<file path="config.mk">
export PLATFORM = sky130hd
export DESIGN_NAME = deco_frame_if
export DESIGN_NICKNAME = d
export VERILOG_FILES = /design/src/rtl/deco_pkg.sv /design/src/rtl/deco_res_fifo.sv /design/src/rtl/deco_frame_if.sv
export SDC_FILE = /design/constraint.sdc
export NUM_CORES = 1
export LEC_CHECK = 0
export CAP_MARGIN = 25
export CELL_PAD_IN_SITES_DETAIL_PLACEMENT = 1
export CELL_PAD_IN_SITES_GLOBAL_PLACEMENT = 1
export CORE_MARGIN = 8
export CORE_UTILIZATION = 49
export DETAILED_ROUTE_END_ITERATION = 8
export GPL_TIMING_DRIVEN = 0
export PLACE_DENSITY = 0.89
export SYNTH_ARGS = -nofsm -noshare
export SYNTH_HDL_FRONTEND = slang
export SYNTH_SLANG_ARGS = --single-unit
export TNS_END_PERCENT = 100
</file>
<file path="constraint.sdc">
create_clock -name clk_p_i -period 4.97 [get_ports clk_p_i]
set_input_delay 1.2425 -clock clk_p_i [delete_from_list [all_inputs] [get_ports clk_p_i]]
set_output_delay 1.2425 -clock clk_p_i [all_outputs]
set_load 0.005 [all_outputs]
</file>
<file path="src/rtl/deco_pkg.sv">
// Shared types and constant helpers for the turbo decoder host framing shell.
package deco_pkg;

   typedef enum logic [1:0] {
      ST_IDLE = 2'd0,
      ST_LOAD = 2'd1,
      ST_WAIT = 2'd2
   } coll_state_t;

   function automatic int frmWidth(input int beatW, input int numBeats);
      return beatW * numBeats;
   endfunction

   function automatic int clog2(input int value);
      int r;
      r = 0;
      while ((1 << r) < value) r++;
      return r;
   endfunction

endpackage

</file>
<file path="src/rtl/deco_res_fifo.sv">
// Result FIFO between the decoder core and the host, with a registered output
// stage that holds data_o/done_o while the host applies backpressure.
module deco_res_fifo
   import deco_pkg::*;
#(
   parameter int OUT_W     = 5,
   parameter int RES_DEPTH = 4
) (
   input  logic             i_clk,
   input  logic             i_rstN,
   input  logic             i_valid,
   input  logic [OUT_W-1:0] i_data,
   output logic             o_ready,
   input  logic             i_outReady,
   output logic [OUT_W-1:0] o_data,
   output logic             o_done
);

   localparam int AW = clog2(RES_DEPTH);

   logic [AW:0]      r_wrPtr;
   logic [AW:0]      r_rdPtr;
   logic [OUT_W-1:0] r_mem [RES_DEPTH];
   logic [OUT_W-1:0] r_data;
   logic             r_done;
   logic             w_full;
   logic             w_empty;
   logic             w_push;
   logic             w_pop;

   // Extra pointer bit distinguishes full from empty when the index bits match.
   assign w_full  = (r_wrPtr[AW] != r_rdPtr[AW]) && (r_wrPtr[AW-1:0] == r_rdPtr[AW-1:0]);
   assign w_empty = (r_wrPtr == r_rdPtr);
   assign w_push  = i_valid && !w_full;
   assign w_pop   = !w_empty && (i_outReady || !r_done);

   assign o_ready = !w_full;
   assign o_data  = r_data;
   assign o_done  = r_done;

   always_ff @(posedge i_clk) begin
      if (w_push) r_mem[r_wrPtr[AW-1:0]] <= i_data;
   end

   always_ff @(posedge i_clk or negedge i_rstN) begin
      if (!i_rstN) begin
         r_wrPtr <= '0;
         r_rdPtr <= '0;
         r_data  <= '0;
         r_done  <= 1'b0;
      end else begin
         if (w_push) r_wrPtr <= r_wrPtr + 1'b1;
         if (w_pop) begin
            r_rdPtr <= r_rdPtr + 1'b1;
            r_data  <= r_mem[r_rdPtr[AW-1:0]];
            r_done  <= 1'b1;
         end else if (i_outReady) begin
            r_done  <= 1'b0;
         end
      end
   end

endmodule

</file>
<file path="src/rtl/deco_frame_if.sv">
// Host-side framing shell: collects beats into frames, ping-pong buffers them
// toward the decoder core and returns core results through a FIFO.
module deco_frame_if
   import deco_pkg::*;
#(
   parameter int BEAT_W    = 21,
   parameter int NUM_BEATS = 4,
   parameter int OUT_W     = 5,
   parameter int RES_DEPTH = 4,
   localparam int FRM_W    = frmWidth(BEAT_W, NUM_BEATS)
) (
   input  logic              clk_p_i,
   input  logic              reset_n_i,
   input  logic              start_i,
   input  logic [BEAT_W-1:0] data_i,
   output logic              busy_o,
   output logic              frm_valid_o,
   output logic [FRM_W-1:0]  frm_data_o,
   input  logic              frm_ready_i,
   input  logic              res_valid_i,
   input  logic [OUT_W-1:0]  res_data_i,
   output logic              res_ready_o,
   input  logic              out_ready_i,
   output logic [OUT_W-1:0]  data_o,
   output logic              done_o,
   output logic              err_o
);

   localparam int CNT_W = clog2(NUM_BEATS + 1);

   coll_state_t      r_state;
   logic [CNT_W-1:0] r_cnt;
   logic             r_err;
   logic             r_wrPtr;
   logic             r_rdPtr;
   logic [1:0]       r_count;
   logic             r_busy;
   logic [FRM_W-1:0] r_buf [2];

   logic [CNT_W-1:0] w_beatIdx;
   logic             w_capture;
   logic             w_fill;
   logic             w_xfer;
   logic [1:0]       w_countNext;

   // A beat is written straight into the free buffer; the last beat marks it full.
   always_comb begin
      w_beatIdx   = (r_state == ST_LOAD) ? r_cnt : '0;
      w_capture   = start_i && (((r_state == ST_IDLE) && !r_busy) || (r_state == ST_LOAD));
      w_fill      = w_capture && (w_beatIdx == CNT_W'(NUM_BEATS - 1));
      w_xfer      = (r_count != 2'd0) && frm_ready_i;
      w_countNext = r_count;
      if (w_fill && !w_xfer)      w_countNext = r_count + 2'd1;
      else if (!w_fill && w_xfer) w_countNext = r_count - 2'd1;
   end

   always_ff @(posedge clk_p_i or negedge reset_n_i) begin
      if (!reset_n_i) begin
         r_state <= ST_IDLE;
         r_cnt   <= '0;
         r_err   <= 1'b0;
      end else begin
         r_err <= 1'b0;
         case (r_state)
            ST_IDLE: begin
               if (start_i) begin
                  if (!r_busy) begin
                     r_cnt   <= CNT_W'(1);
                     r_state <= w_fill ? ST_WAIT : ST_LOAD;
                  end else begin
                     r_err   <= 1'b1;
                     r_state <= ST_WAIT;
                  end
               end
            end
            ST_LOAD: begin
               if (start_i) begin
                  r_cnt <= r_cnt + 1'b1;
                  if (w_fill) r_state <= ST_WAIT;
               end else begin
                  r_err   <= 1'b1;
                  r_state <= ST_IDLE;
               end
            end
            ST_WAIT: begin
               if (!start_i) r_state <= ST_IDLE;
            end
            default: r_state <= ST_IDLE;
         endcase
      end
   end

   always_ff @(posedge clk_p_i or negedge reset_n_i) begin
      if (!reset_n_i) begin
         r_wrPtr <= 1'b0;
         r_rdPtr <= 1'b0;
         r_count <= 2'd0;
         r_busy  <= 1'b0;
         r_buf[0] <= '0;
         r_buf[1] <= '0;
      end else begin
         if (w_capture) begin
            for (int k = 0; k < NUM_BEATS; k++) begin
               if (w_beatIdx == CNT_W'(k)) r_buf[r_wrPtr][k*BEAT_W +: BEAT_W] <= data_i;
            end
         end
         if (w_fill) r_wrPtr <= ~r_wrPtr;
         if (w_xfer) r_rdPtr <= ~r_rdPtr;
         r_count <= w_countNext;
         r_busy  <= (w_countNext == 2'd2);
      end
   end

   assign busy_o      = r_busy;
   assign frm_valid_o = (r_count != 2'd0);
   assign frm_data_o  = r_buf[r_rdPtr];
   assign err_o       = r_err;

   deco_res_fifo #(
      .OUT_W     (OUT_W),
      .RES_DEPTH (RES_DEPTH)
   ) u_resFifo (
      .i_clk      (clk_p_i),
      .i_rstN     (reset_n_i),
      .i_valid    (res_valid_i),
      .i_data     (res_data_i),
      .o_ready    (res_ready_o),
      .i_outReady (out_ready_i),
      .o_data     (data_o),
      .o_done     (done_o)
   );

endmodule
</file>
-- Word level (Yosys, flattened, before mapping)
Memory sizes are Yosys's and may differ from the RTL's. A register that Yosys moved wholly into a read port is not among the register bits.
Index checks and enable logic that the tools add are counted.
- latch bits: 0
- flip-flop bits (word level): 186
- memory bits (writable): 20
- bits in read-only memories: 0
- memories kept: 1
- word-level logic and storage cells: 109
- memory list (memory ; words ; width ; read ports ; clocked after Yosys merged registers in ; wr ports ; line ; source):
    u_resFifo.r_mem ; 4 ; 5 ; 1 ; 1 ; 1 ; deco_res_fifo.sv:23 ; logic [OUT_W-1:0] r_mem [RES_DEPTH];
- equal/unequal tests: 14
- order comparisons: 3
- mux-type cells: 44
- multipliers: 0
- bitwise logic cells: 4
- div/mod/pow operators: 0
- shift operators: 0
- reduce and logical (&&, ||, !) cells: 26
- $add $sub $neg: 5
- operators with widths (operator ; number):
    $mux 168 ; 7
    $bwmux 168 ; 4
    $demux 84 s1 ; 4
    $mux 84 ; 4
    $mux 63 ; 1
    $mux 42 ; 1
    $mux 21 ; 1
    $mux 2 ; 8
    $mux 3 ; 4
    $logic_and 1x1->1 ; 10
    $add 3x1->3 const B ; 3
    $ne 2x2->1 const B ; 4
    $logic_not 1->1 ; 7
    $mux 1 ; 7
    $eq 3x2->1 const B ; 2
    $pmux 2 s3 ; 1
    $pmux 3 s2 ; 1
    $reduce_bool 2->1 ; 3
    $eq 2x2->1 const B ; 2
    $ge 2x2->1 const B ; 2
    $not 1->2 ; 2
    $reduce_and 4->1 ; 1
    $eq 3x1->1 const B ; 1
    $eq 3x3->1 ; 1
    13 further kinds ; 15

-- Longest topological paths before layout
Gate-level depths: netlist of run 1.
- depth in word-level cells: 16
- gate-level depth with buffers: 7

-- Cells and area by module
From an unflattened synthesis of run 1, not the netlist that was laid out.
- cells, all modules: 593
- area, all modules: 9312.7 um^2
- by module, submodules not included (module ; area each (um^2) ; cells an instance ; seq. area each (um^2) ; times used):
    deco_frame_if ; 7925.1 ; 517 ; 4479.3 ; 1
    deco_res_fifo ; 1387.6 ; 76 ; 900.9 ; 1

-- Least setup slack after synthesis of run 1
OpenSTA, ideal clock, no wires.
- path kind: flip-flop to output port
- start: register r_rdPtr
- end: output frm_data_o[0]
- cell stages (with the launch flop): 4
- path slack: 2.477 ns
- data arrival time: 1.251 ns
- path through: dfrtp_1 -> clkbuf_1 -> buf_2 -> mux2_2
- cells in the longest elaborated chain, start to end: 4
- ends and longest elaborated chain (what ; line ; source):
    from (decl) ; deco_frame_if.sv:35 ; logic r_rdPtr;
    from (signal assigned) ; deco_frame_if.sv:108 ; if (w_xfer) r_rdPtr <= ~r_rdPtr;
    $not 1->2 (not written as such) ; deco_frame_if.sv:116 ; assign frm_data_o = r_buf[r_rdPtr];
    $mux 84 (not written as such) (3 in series) ; deco_frame_if.sv:116 ;
    to (decl) ; deco_frame_if.sv:18 ; output logic [FRM_W-1:0] frm_data_o,
Every way passes these cells. The select of a mux whose other input is x is not followed.

-- Final worst setup path of run 1
- start: register r_rdPtr
- end: output frm_data_o[22]
The elaborated chain is that of the path after synthesis.

==> flow_summary.yaml, run 1 <==
status:
  status: "finished clean"
timing:
  tns_ns: 0
  setup_ws_ns: 1.04
  max_freq_mhz: 255
  rsz0062_at_grt: "false"
  skew_ns: 0.00947
  setup_violations: 0
  drv_slew: 0
  max_slew_margin_pct: 33.4
  worst_pin_slew_ns: 0.998
  finalCritPeriodShare_pct: 79.0
  hold_viol_final: 0
  layout_min_cycle_time_ns: 3.93
cts:
  path_clk_slew_ns: 0.06
  cts_tree: "yes"
  cts_max_level: 1
  holdBufCountCts: 0
  clkLatencyLatePin_ns: 0.50
  ctsResizeCount: 0
  clockBufferDepth: 3
  numCtsBuffers: 23
  clock-root-buffer: "clkbuf_16"
  clock_sinks: 211
  postCtsSetupBuffers: 0
pwr:
  powerDensity_mw_per_mm2: 662
  power_leakage_nw: 5.13
  ir_worst_vdd_mv: 0.468
  p_total_mw: 7.53
setup_path:
  worst_setup_path_end_kind: "primary output"
  worstPathArrival_ns: 2.69
  start_kind: "flip-flop"
  cp.required_ns: 3.73
  crit_fanout: 10
  setup.worst_path.class: "reg -> out"
min_path:
  min_path_type: "reg -> reg"
die:
  io_pins: 126
  die_h_microns: 152
  coreArea_sq_mm: 0.0185
  rows: 50
  die_area_sq_mm: 0.0232
  initial_core_util_pct: 49.4
  die_x_microns: 152
placed_design:
  post-place-ws_ns: 1.56
  gp_congestion: 0.770
  hpwl_mm: 16.2
  io_buffers: 125
  dp_cells: 945
detailed_routing:
  post_drt_wl_per_cell_microns: 24.9
  drtIter0Drc: 158
  vias_per_cell: 5.64
  antenna_left: 0
  drc: 0
  drt_pass1_iterations: 4
  wirelength_mm: 24.6
  num_vias: 5559
logic_synthesis:
  yosys_warnings: 0
  ys_ff_latch: 211
  ys_types: 37
  yosysTopAreaCell: "dfrtp_1"
  synth_area_per_cell_sq_um: 15.6
  synth_edf_count: 20
  netlist_top_cells_count: "dfrtp_1 (191), mux2_1 (159), mux2_2 (100)"
  async_flop_share_pct: 90.5
  synth_area_leaders: "dfrtp_1 (52%), mux2_1 (20%), mux2_2 (12%)"
  synth_cells: 585
  synth_top_area_share_pct: 52.5
  synth_area_sq_mm: 0.00911
  yosysSeqAreaShare_pct: 59.0
  synthesis.nets: 624
  ys.flop_type: "dfrtp_1"
  synth.most_common_cell: "dfrtp_1"
global_route:
  grt_pass1_wl_mm: 39.3
  grt_max_degree: 97
  grtUsageTotal_pct: 21.5
  overflow: 0
  antenna_found_initial: 0
  grt_pass1_vias: 6581
cells_and_area:
  layout.cells.non_filler: 986
  drive_above_1_share_pct: 22.3
  multi_input_area_sq_mm: 0.00356
  area_growth_pct: 24.8
  nFillCells: 1718
  seqCellArea_sq_mm: 0.00538
  fin_util_pct: 61.6
  antenna_cells: 0
  nets: 775
run:
  drv_cap: 0
-- worst paths after layout --
kind / startpoint / endpoint / slack, ns / depth (start not counted)
min in group asynchronous: reset_n_i / r_buf[104] / 0.79 / 1
worst max-delay path: r_rdPtr / frm_data_o[22] / 1.04 / 4
max in group asynchronous: reset_n_i / r_buf[44] / 3.25 / 2
worst min register to register: r_buf[99] / r_buf[99] / 0.48 / 1
worst max register to register: r_state[1] / r_buf[57] / 2.86 / 5
worst min-delay path: r_buf[99] / r_buf[99] / 0.48 / 1
-- final cells by class --
| class | count | area share (%) |
|---|---|---|
| timing repair buffer | 126 | 11.3 |
| tap | 234 | 2.57 |
| sequential | 211 | 47.3 |
| multi-input combinational | 338 | 31.3 |
| clock inverter | 11 | 0.550 |
| buffer | 29 | 1.29 |
| clock buffer | 30 | 5.47 |
| inverter | 7 | 0.231 |
-- cells by family (layout without fill, tap and decap cells) --
logic type | count (synthesis) | in the layout | synth area share, %
AOI/OAI and AO/OA | 11 | 11 | 0.934
muxes | 267 | 267 | 33.6
DFF | 211 | 211 | 59.0
buffers and inverters | 36 | 203 | 1.89
xor gates and xnor gates | 12 | 12 | 1.15
adders and majority gates | 7 | 7 | 0.961
and+or+nand+nor | 41 | 41 | 2.44
-- metrics by stage --
stage | hold slack [ns] | instance area, sq um
finish | 0.484 | 11400
global route | 0.503 | 11400
CTS | 0.485 | 11400
detailed placement | 0.470 | 10700
global placement | 0.461 | 10700
floorplan | 0.452 | 9110
-- power by group --
group	switching (mW)	internal (mW)	leakage, nW
Sequential	0.410	2.45	2.60
Clock	0.678	0.885	0.334
Combinational	1.31	1.80	2.20
-- sequential cells by signal, summed over array words and instances, names as in the netlist, 2 cells and up --
register           count
u_resFifo.o_data       5
u_resFifo.r_mem       20
u_resFifo.r_wrPtr      3
r_buf                168
r_state                2
r_cnt                  3
u_resFifo.r_rdPtr      3
r_count                2
-- worst max-delay path: stages (launching register included) --
cell,delay [ns]
dfrtp_1,0.39
clkbuf_1,0.44
buf_2,0.46
mux2_2,0.41
clkdlybuf4s50_1,0.48
-- metal layers --
metal  share of wire [%]  vias to the layer above  global-route usage (%)
li1                    -                     2413                       -
met1                  41                     2958                    25.7
met2                  52                      153                    38.9
met3                 4.9                       35                    4.14
met4                 1.8                        0                    5.90
met5                   0                        -                       0
-- cells in the final DEF, fill, tap and decap left out, drive strengths merged, types with 4 or more instances in the layout --
cell type	synthesis	routed
mux4	5	5
dfrtp	191	191
clkdlybuf4s50	0	124
inv	7	8
and3	6	6
clkinv	0	8
nand2b	4	4
nand2	7	7
edfxtp	20	20
ha	7	7
mux2	259	259
buf	27	29
nor2	10	10
nand3	5	5
clkbuf	2	32
xnor2	9	9
(Power assumes the default switching activity.)
==> inputs of run 2 (changes only) <==
--- a/config.mk
+++ b/config.mk
@@ -9,10 +9,10 @@
 export CELL_PAD_IN_SITES_DETAIL_PLACEMENT = 1
 export CELL_PAD_IN_SITES_GLOBAL_PLACEMENT = 1
 export CORE_MARGIN = 8
-export CORE_UTILIZATION = 49
+export CORE_UTILIZATION = 41
 export DETAILED_ROUTE_END_ITERATION = 8
 export GPL_TIMING_DRIVEN = 0
-export PLACE_DENSITY = 0.89
+export PLACE_DENSITY = 0.79
 export SYNTH_ARGS = -nofsm -noshare
 export SYNTH_HDL_FRONTEND = slang
 export SYNTH_SLANG_ARGS = --single-unit
==> constraint.sdc (replaced) <==
create_clock -name clk_p_i -period 3.52 [get_ports clk_p_i]
set_input_delay 0.88 -clock clk_p_i [delete_from_list [all_inputs] [get_ports clk_p_i]]
set_output_delay 0.88 -clock clk_p_i [all_outputs]
set_load 0.005 [all_outputs]
==> run 2 against run 1 <==
Sequential share of layout area fell by 0.28 points. Via count fell by 3.6%. First-iteration DRC count fell by 4.4%. Core utilization fell by 9.2 points. Hold slack got worse by 0.063 ns. Largest power group unchanged.
==> flow_summary.yaml, run 2 (same netlist as run 1, synthesis figures left out) <==
die:
  die_area_sq_mm: 0.0273
  rows: 54
  die_x_microns: 165
  io_pins: 126
  coreArea_sq_mm: 0.0218
  die_h_microns: 165
  initial_core_util_pct: 41.8
cells_and_area:
  area_growth_pct: 25.6
  final_cell_mix: "dfrtp_1 (191), mux2_1 (159), clkdlybuf4s50_1 (124)"
  mostFrequentLayoutCell: "dfrtp_1"
  nets: 775
  antenna_cells: 0
  drive_above_1_share_pct: 22.6
  largest_register_ffs: 168
  regMostFlops: "r_buf"
  nFillCells: 2116
detailed_routing:
  drtIter0Drc: 151
  wirelength_mm: 23.5
  drc: 0
  num_vias: 5361
  antenna_left: 0
  vias_per_cell: 5.21
  drt_pass1_iterations: 4
  post_drt_wl_per_cell_microns: 22.9
timing:
  worst_pin_slew_ns: 0.917
  max_freq_mhz: 295
  rsz0062_at_grt: "false"
  drv_slew: 0
  hold_viol_final: 0
  skew_ns: 0.0224
  setup_violations: 0
  finalCritPeriodShare_pct: 96.2
  layout_min_cycle_time_ns: 3.39
  max_slew_margin_pct: 38.9
  tns_ns: 0
global_route:
  grt_max_degree: 103
  antenna_found_initial: 0
  grt_pass1_wl_mm: 37.3
  grt_pass1_vias: 6309
  overflow: 0
  grtUsageTotal_pct: 17.8
pwr:
  pwr-share-clk_pct: 21.2
  power_leakage_nw: 5.15
  switching_share_pct: 30.9
  seqPwrFrac_pct: 37.9
  pwr-share-comb_pct: 40.8
  internal_power_mw: 7.29
  powerDensity_mw_per_mm2: 922
  power.switching_mw: 3.26
  ir_worst_vdd_mv: 0.444
  p_total_mw: 10.5
cts:
  postCtsSetupBuffers: 0
  clock-root-buffer: "clkbuf_16"
  ctsResizeCount: 1
  clkLatencyLatePin_ns: 0.51
  holdBufCountCts: 0
  cts_max_level: 1
  clockBufferDepth: 3
  clock_sinks: 211
  cts_tree: "yes"
  numCtsBuffers: 23
  path_clk_slew_ns: 0.06
status:
  status: "finished clean"
setup_path:
  worstPathArrival_ns: 2.51
  crit_fanout: 10
  cp.required_ns: 2.64
  worst_setup_path_end_kind: "primary output"
  setup.worst_path.class: "reg -> out"
  start_kind: "flip-flop"
placed_design:
  io_buffers: 125
  gp_congestion: 0.784
  hpwl_mm: 16.2
min_path:
  min_path_type: "in -> async"
run:
  drv_cap: 0
## run 2: routing by layer
layer  track usage [%]  routed length [microns]  vias up
met5                 0                        0        -
met4              3.97                      373        0
met3              3.07                     1040       23
met2              32.4                    12400      106
met1              21.5                     9750     2832
li1                  -                        -     2400
## run 2: power by group through the flow
stage,clock (mW),combinational [mW],sequential [mW]
global route,2.38,4.68,4.13
floorplan,0,2.27,3.83
global placement,0,4.20,3.91
CTS,2.28,4.43,4.00
finish,2.24,4.31,4.00
detailed placement,0,4.38,4.03
## run 2: final cells by class
| type | count | area (sq um) | share of cell area [%] |
|---|---|---|---|
| timing repair buffer | 126 | 1280 | 11.2 |
| inverter | 7 | 26.3 | 0.230 |
| tap | 280 | 350 | 3.06 |
| clock inverter | 5 | 25.0 | 0.219 |
| sequential | 211 | 5380 | 47.0 |
| buffer | 29 | 154 | 1.35 |
| multi-input combinational | 338 | 3560 | 31.1 |
| clock buffer | 33 | 663 | 5.80 |
## run 2: worst paths after layout
kind	depth (start not counted)	start	slack [ns]	endpoint
setup reg to reg	5	r_state[1]	1.47	r_buf[59]
hold / removal	1	reset_n_i	0.42	r_buf[19]
hold reg to reg	1	r_buf[98]	0.48	r_buf[98]
setup / recovery	3	r_rdPtr	0.13	frm_data_o[13]
max in group asynchronous	2	reset_n_i	2.17	u_resFifo.r_rdPtr[1]
min in group clk_p_i	1	r_buf[98]	0.48	r_buf[98]
## run 2: critical path, stage by stage, from the launching register on
cell             delay, ns
dfrtp_1               0.38
clkdlybuf4s15_1       0.72
mux2_2                0.44
clkdlybuf4s50_1       0.45
## run 2: metrics by stage
stage               hold slack (ns)  util [%]  cell area [sq um]  worst slack, ns  cells
finish                        0.421      52.4              11400            0.134   1029
global route                  0.475      52.4              11400           0.0224   1029
CTS                           0.441      52.4              11400           0.0507   1029
detailed placement            0.470      49.2              10700            0.394    991
global placement              0.461      49.1              10700            -5.90    990
floorplan                     0.452         -               9110             1.39    585
==> inputs of run 3 (changes only) <==
--- a/config.mk
+++ b/config.mk
@@ -8,11 +8,11 @@
 export CAP_MARGIN = 25
 export CELL_PAD_IN_SITES_DETAIL_PLACEMENT = 1
 export CELL_PAD_IN_SITES_GLOBAL_PLACEMENT = 1
-export CORE_MARGIN = 8
+export CORE_MARGIN = 2
 export CORE_UTILIZATION = 41
 export DETAILED_ROUTE_END_ITERATION = 8
 export GPL_TIMING_DRIVEN = 0
-export PLACE_DENSITY = 0.79
+export PLACE_DENSITY = 0.74
 export SYNTH_ARGS = -nofsm -noshare
 export SYNTH_HDL_FRONTEND = slang
 export SYNTH_SLANG_ARGS = --single-unit
==> run 3 against run 2 <==
Hold slack improved by 0.014 ns. Design area up 0.60%. Combinational power is essentially flat. Clock skew fell by 0.0085 ns. Sequential power hardly changed. Clock-buffer cell count grew 1.
==> flow_summary.yaml, run 3 (same netlist as run 1, synthesis figures left out) <==
timing:
  rsz0062_at_grt: "false"
  skew_ns: 0.0139
  max_slew_margin_pct: 42.3
  hold_viol_final: 0
  drv_slew: 0
  worst_pin_slew_ns: 0.865
  max_freq_mhz: 293
  layout_min_cycle_time_ns: 3.41
  setup_violations: 0
  finalCritPeriodShare_pct: 97.0
placed_design:
  gp_congestion: 0.814
  placed_cell_area_sq_mm: 0.0107
  io_buffers: 125
  hpwl_mm: 15.3
setup_path:
  path_cells: "clkbuf_2 -> buf_2 -> mux2_2 -> clkdlybuf4s50_1"
  crit_fanout: 10
  path_delay_family: "buffers and inverters"
  worstRegToRegCells: 5
  crit_path_start: "r_rdPtr"
  start_kind: "flip-flop"
  crit_buf_inv: 3
  worstPathArrival_ns: 2.53
  cp.required_ns: 2.64
  crit_end: "frm_data_o[22]"
  r2r_end: "r_buf[60]"
  regToRegStartpoint: "r_state[1]"
  setup.worst_path.class: "reg -> out"
  crit_cells: 4
  worst_setup_path_end_kind: "primary output"
  slowest_stage: "clkdlybuf4s50_1"
  reg2reg_slack_ns: 1.48
  cpPeakStageDelay_ns: 0.46
cells_and_area:
  seqCellArea_sq_mm: 0.00538
  nFillCells: 2109
  final_area_sq_mm: 0.0115
  largest_register_ffs: 168
  antenna_cells: 0
  mostFrequentLayoutCell: "dfrtp_1"
  multi_input_area_sq_mm: 0.00356
  drive_above_1_share_pct: 22.8
  nets: 776
  final_cell_mix: "dfrtp_1 (191), mux2_1 (159), clkdlybuf4s50_1 (124)"
  area_growth_pct: 26.3
  regMostFlops: "r_buf"
pwr:
  p_total_mw: 10.7
  ir_worst_vdd_mv: 0.433
  power_leakage_nw: 5.18
  powerDensity_mw_per_mm2: 926
min_path:
  min_path_type: "in -> async"
cts:
  clock-root-buffer: "clkbuf_16"
  cts_max_level: 1
  numCtsBuffers: 24
  clkLatencyLatePin_ns: 0.51
  clock_sinks: 211
  postCtsSetupBuffers: 0
  path_clk_slew_ns: 0.06
  holdBufCountCts: 0
  clockBufferDepth: 3
  cts_tree: "yes"
die:
  die_area_sq_mm: 0.0234
  coreArea_sq_mm: 0.0218
  die_h_microns: 153
  rows: 54
  initial_core_util_pct: 41.8
  die_x_microns: 153
  io_pins: 126
detailed_routing:
  drt_pass1_iterations: 5
  drc: 0
  vias_per_cell: 5.23
  num_vias: 5394
  drtIter0Drc: 130
  post_drt_wl_per_cell_microns: 22.0
  antenna_left: 0
  wirelength_mm: 22.7
status:
  status: "finished clean"
global_route:
  overflow: 0
  grt_pass1_wl_mm: 36.6
  antenna_found_initial: 0
  grt_max_degree: 108
  grtUsageTotal_pct: 20.0
  grt_pass1_vias: 6313
run:
  drv_cap: 0
## run 3: cell types whose count changed in the layout (fill, tap and decap cells not counted), sizes merged
| cell | change |
|---|---|
| buf | -1 |
| clkbuf | +2 |
| bufinv | +1 |
## run 3: where the power goes
| part | switching, mW | internal, mW | total (mW) |
|---|---|---|---|
| Combinational | 1.75 | 2.54 | 4.29 |
| Sequential | 0.527 | 3.46 | 3.98 |
| Clock | 0.964 | 1.42 | 2.39 |
| Total | 3.24 | 7.42 | 10.7 |
## run 3: how the worst min path moves through the flow
stage                         start         to  slack, ns  cells past startpoint
after global routing      reset_n_i  r_buf[53]       0.50                      1
final                     reset_n_i  r_buf[53]       0.44                      1
after floorplan           r_buf[43]  r_buf[43]       0.45                      1
after global placement    r_buf[81]  r_buf[81]       0.46                      1
after detailed placement  r_buf[68]  r_buf[68]       0.47                      1
after CTS                 reset_n_i  r_buf[53]       0.46                      1
## run 3: repair_timing
| item | 4_1_cts | 5_1_grt |
|---|---|---|
| cloned | 0 | 0 |
| hold endpoints to repair | 0 | 0 |
| resized for setup | 1 | 2 |
| endpoints found under the setup margin | 50 | 2 |
## run 3: metal layers
metal | vias up | share of wire, % | GRT usage, %
li1 | 2403 | - | -
met1 | 2830 | 43 | 25.3
met2 | 129 | 50 | 35.2
met3 | 32 | 5.0 | 4.03
met4 | 0 | 2.0 | 4.76
met5 | - | 0 | 0
## run 3: stage by stage
step                      setup TNS (ns)  util [%]  worst slack (ns)  std cells  hold slack (ns)
after floorplan                        0         -              1.39        585            0.452
after global placement          -1138.46      49.1             -5.98        990            0.461
after detailed placement               0      49.2             0.335        991            0.470
after CTS                              0      52.7            0.0835       1031            0.463
after global routing                   0      52.7           0.00993       1031            0.497
final                                  0      52.7             0.106       1031            0.435
## run 3: area by class of cell
type	count	area share, %
timing repair buffer	126	11.2
inverter	7	0.228
clock inverter	6	0.576
tap	280	3.04
sequential	211	46.7
buffer	29	1.36
clock buffer	34	5.98
multi-input combinational	338	30.9
==> patch 1, RTL diff (flow settings as in run 3) <==
The 3 states of `coll_state_t` get a one-hot encoding in 3 bits.
--- a/src/rtl/deco_pkg.sv
+++ b/src/rtl/deco_pkg.sv
@@ -3,6 +3,6 @@
 
-   typedef enum logic [1:0] {
-      ST_IDLE = 2'd0,
-      ST_LOAD = 2'd1,
-      ST_WAIT = 2'd2
+   typedef enum logic [2:0] {
+      ST_IDLE = 3'b001,
+      ST_LOAD = 3'b010,
+      ST_WAIT = 3'b100
    } coll_state_t;
Formal check against the unedited RTL: no difference found for any inputs over 4 cycles, from zero or initial values and one cycle with reset_n_i low; so few cycles prove little.
==> patch 1 against run 3 <==
  * Hold slack lost 110 ps
  * Sequential cell count grew 1
  * Total power shrank 19%
  * Cell area grew 1.2%
  * Wire length grew 0.27%
  * Area after synthesis grew 1.8%
  * Setup slack gained 17 ps
  * Largest power group is now sequential cells
  * Combinational power shrank 30%
==> patch 1: results (changes against run 3) <==
run_status: "finished, final reports clean"
routedLengthMet1_mm: 9.69  # +0.23%
synth_edf_count: 20  # unchanged
crit_arrival_ps: 2520  # about the same
grt_max_degree: 129  # +19%
first_iter_violations: 163  # +25%
dr.pass1.iters: 4  # -1
gr-usage-met1: 0.247  # -0.00548
drive_above_1_share: 0.424  # +0.196
yosysSeqAreaShare: 0.583  # -0.00768
grt_pass1_vias: 6221  # -1.5%
r2r_start: "r_state[0]$_DFFE_PN1P_"
max_slew_margin: 0.397  # -0.0263
largest_register_ffs: 168  # unchanged
synth_commonest_cells: "mux2_2, dfrtp_1, edfxtp_1, nand2_1, buf_2"
met3_usage: 0.0314  # -0.00888
drt-wirelength-per-cell_um: 21.5  # -2.4%
wl_met2_mm: 11.6  # +1.5%
fillers: 2150  # +1.9%
fin_skew_ps: 4.47  # -9.39 ps
grt_pass1_wl_mm: 36.1  # -1.4%
numCtsBuffers: 23  # -4.2%
synthFlopType: "dfrtp_1"
grt.total_usage: 0.195  # -0.00493
cts_resized: 6  # +5
reg2reg_to: "r_buf[114]$_DFFE_PN0P_"
reg2reg_slack_ps: 1130  # -350 ps
largest-register: "r_buf"
synth_top_cells_by_area: "dfrtp_1, mux2_2, edfxtp_1, mux4_2, ha_1"
route.met3.wl_um: 960  # -15%
synth.net_count: 646  # +3.5%
ys_async_sr_fraction: 0.906  # about the same
diodes: 0  # unchanged
grt_use_met2: 0.346  # -0.00638
vias: 5594  # +3.7%
cp_max_fo: 10  # unchanged
cellLeakagePower_nw: 5.33  # +3.0%
ir_worst_vdd_v: 0.000361  # -17%
ys_types: 42  # +14%
final_net_count: 797  # +2.7%
hpwl_mm: 15.1  # -1.4%
place_congestion: 0.793  # -2.6%
## patch 1: cell count changes after synthesis, sizes merged, moves of 2 or more
cell    change
nor2        -4
and3        -2
a211oi      +4
clkbuf      +8
nor3        +3
or3         +2
buf         -5
nand2       +8
nand3       -2
a21oi       +3
## patch 1: per-stage QoR
stage	cells	hold slack (ps)	setup slack (ps)	cell area, um2
floorplan	607	474	1240	9280
global placement	1017	482	-6060	10900
detailed placement	1018	491	64.8	10900
CTS	1059	331	52.4	11600
global route	1059	345	15.4	11600
finish	1059	326	123	11600
## patch 1: layout make-up
type	instances	area share
clock buffer	38	0.0603
inverter	6	0.00193
sequential	212	0.464
timing repair buffer	126	0.110
buffer	32	0.0144
clock inverter	3	0.00161
tap	285	0.0306
multi-input combinational	357	0.317
## patch 1: worst max path at each step
stage                              startpoint                endpoint  slack, ps  cells after the start
after floorplan           r_rdPtr$_DFFE_PN0P_          frm_data_o[10]       1240                      3
after global placement              reset_n_i  r_buf[129]$_DFFE_PN0P_      -6060                      1
after detailed placement  r_rdPtr$_DFFE_PN0P_          frm_data_o[21]         60                      4
after CTS                 r_rdPtr$_DFFE_PN0P_          frm_data_o[21]         50                      4
after global routing      r_rdPtr$_DFFE_PN0P_          frm_data_o[70]         20                      4
final                     r_rdPtr$_DFFE_PN0P_          frm_data_o[21]        120                      4
## patch 1: report_power, final
| group | switching, mW | internal [mW] |
|---|---|---|
| registers | 0.321 | 3.04 |
| clock network | 0.914 | 1.35 |
| logic | 1.29 | 1.71 |
## patch 1: cells by family after synthesis
group	Yosys count	synth area share
DFF	212	0.583
xor gates and xnor gates	12	0.0113
buffers and inverters	38	0.0197
AOI/OAI and AO/OA	21	0.0171
muxes	266	0.329
and+or+nand+nor	51	0.0310
adders and majority gates	7	0.00944
==> patch 2, RTL diff (settings of run 3) <==
Made on the original files. `RES_DEPTH` is set to 4 in 2 places; all go to 2.
--- a/src/rtl/deco_res_fifo.sv
+++ b/src/rtl/deco_res_fifo.sv
@@ -6,3 +6,3 @@
    parameter int OUT_W     = 5,
-   parameter int RES_DEPTH = 4
+   parameter int RES_DEPTH = 2
 ) (
--- a/src/rtl/deco_frame_if.sv
+++ b/src/rtl/deco_frame_if.sv
@@ -8,3 +8,3 @@
    parameter int OUT_W     = 5,
-   parameter int RES_DEPTH = 4,
+   parameter int RES_DEPTH = 2,
    localparam int FRM_W    = frmWidth(BEAT_W, NUM_BEATS)
Behaviour: not the same (a bounded check fails within 4 cycles, from zero or initial values and one cycle with reset_n_i low).
==> patch 2 against run 3 <==
  * Combinational power down 1%
  * Total power down 7.5%
  * Wire length down 6.7%
  * Area after synthesis down 4.9%
  * Register-to-register slack worse by 350 ps
  * Core utilization down 0.65 points
  * Setup slack better by 86 ps
  * First-iteration DRC count up 49%
  * Clock skew down 4.4 ps
  * Synthesized cell count down 3.1%
  * Cell area down 5.5%
  * Sequential cell count down 12
  * Highest routed layer unchanged
==> patch 2: results (changes against run 3) <==
run_status: "finished, final reports clean"
grt_pass1_wl_mm: 33.8  # -7.7%
synth.net_count: 601  # -3.7%
crit_arrival_ps: 2450  # -80 ps
synth_top_cells_by_area: "dfrtp_1, mux2_2, edfxtp_1, mux2_4, buf_2"
totalWireLength_mm: 21.2  # -6.7%
clock_latency_ps: 430  # -80 ps
fin_skew_ps: 9.45  # -4.41 ps
fin_util: 0.521  # -0.00653
ir_worst_vdd_v: 0.000480  # +11%
min_path_type: "reg2reg"
ys_async_sr_fraction: 0.950  # +0.0445
r2r_start: "r_cnt[1]$_DFFE_PN0P_"
post-place-ws_ps: -13.8  # -349 ps
grt_pass1_vias: 5846  # -7.4%
fillers: 2004  # -5.0%
final_net_count: 746  # -3.9%
place_congestion: 0.749  # -8.0%
cts_max_level: 4  # +3
placedCellCount: 968  # -2.3%
grt.total_usage: 0.201  # +0.00160
vias: 5153  # -4.5%
numCtsBuffers: 17  # -29%
cellLeakagePower_nw: 4.92  # -5.1%
finalNonFillerCells: 1000  # -3.0%
## patch 2: report_power, final
group | leakage (nW) | switching (mW) | total (mW) | internal (mW)
clock | 0.284 | 0.912 | 1.93 | 1.02
sequential | 2.50 | 0.474 | 3.70 | 3.23
combinational | 2.13 | 1.64 | 4.23 | 2.59
## patch 2: cell families (layout without fill, tap and decap cells)
logic type,Yosys count,after routing,share of synthesized area
muxes,259,259,0.345
DFF,199,199,0.581
and+or+nand+nor,42,42,0.0282
buffers and inverters,37,195,0.0205
AOI/OAI and AO/OA,17,17,0.0120
xor gates and xnor gates,10,10,0.0101
adders and majority gates,3,3,0.00404
## patch 2: worst max-delay path, cell delays in order, from the launching register on
cell	delay [ps]
dfrtp_1	400
clkbuf_2	320
clkbuf_2	430
mux2_2	420
clkdlybuf4s50_1	450
## patch 2: worst paths after layout
kind / endpoint / slack (ps) / cells after the start
hold reg to reg: r_count[0]$_DFF_PN0_ / 470 / 1
min in group asynchronous: r_buf[167]$_DFFE_PN0P_ / 550 / 1
max in group asynchronous: r_buf[65]$_DFFE_PN0P_ / 2080 / 2
setup reg to reg: r_buf[91]$_DFFE_PN0P_ / 1130 / 5
hold / removal: r_count[0]$_DFF_PN0_ / 470 / 1
setup / recovery: frm_data_o[8] / 190 / 4
## patch 2: repair_timing
| action | 4_1_cts | 5_1_grt |
|---|---|---|
| resized for setup | 7 | 0 |
| hold buffers | 0 | 0 |
| setup endpoints to repair | 50 | 0 |
## patch 2: final cells by class
class                   count  area share
flip-flops and latches    199       0.462
multi-input cells         331       0.317
repair buffers            126       0.118
clock buffers              18      0.0404
well taps                 275      0.0316
plain buffers              31      0.0152
clock inverters            14      0.0131
inverters                   6     0.00207
## patch 2: metal layers
layer | part of all wire | track usage | wire length, um | vias up
met5 | 0 | 0 | 0 | -
met3 | 0.039 | 0.0361 | 826 | 17
met4 | 0.0098 | 0.0457 | 207 | 0
met1 | 0.46 | 0.271 | 9650 | 2704
met2 | 0.50 | 0.340 | 10500 | 123
li1 | - | - | - | 2309
## patch 2: through the flow
stage | hold slack, ps | setup TNS, ps
detailed placement | 466 | -34.1
finish | 474 | 0
floorplan | 446 | 0
CTS | 481 | 0
global route | 511 | 0
global placement | 462 | -1110190
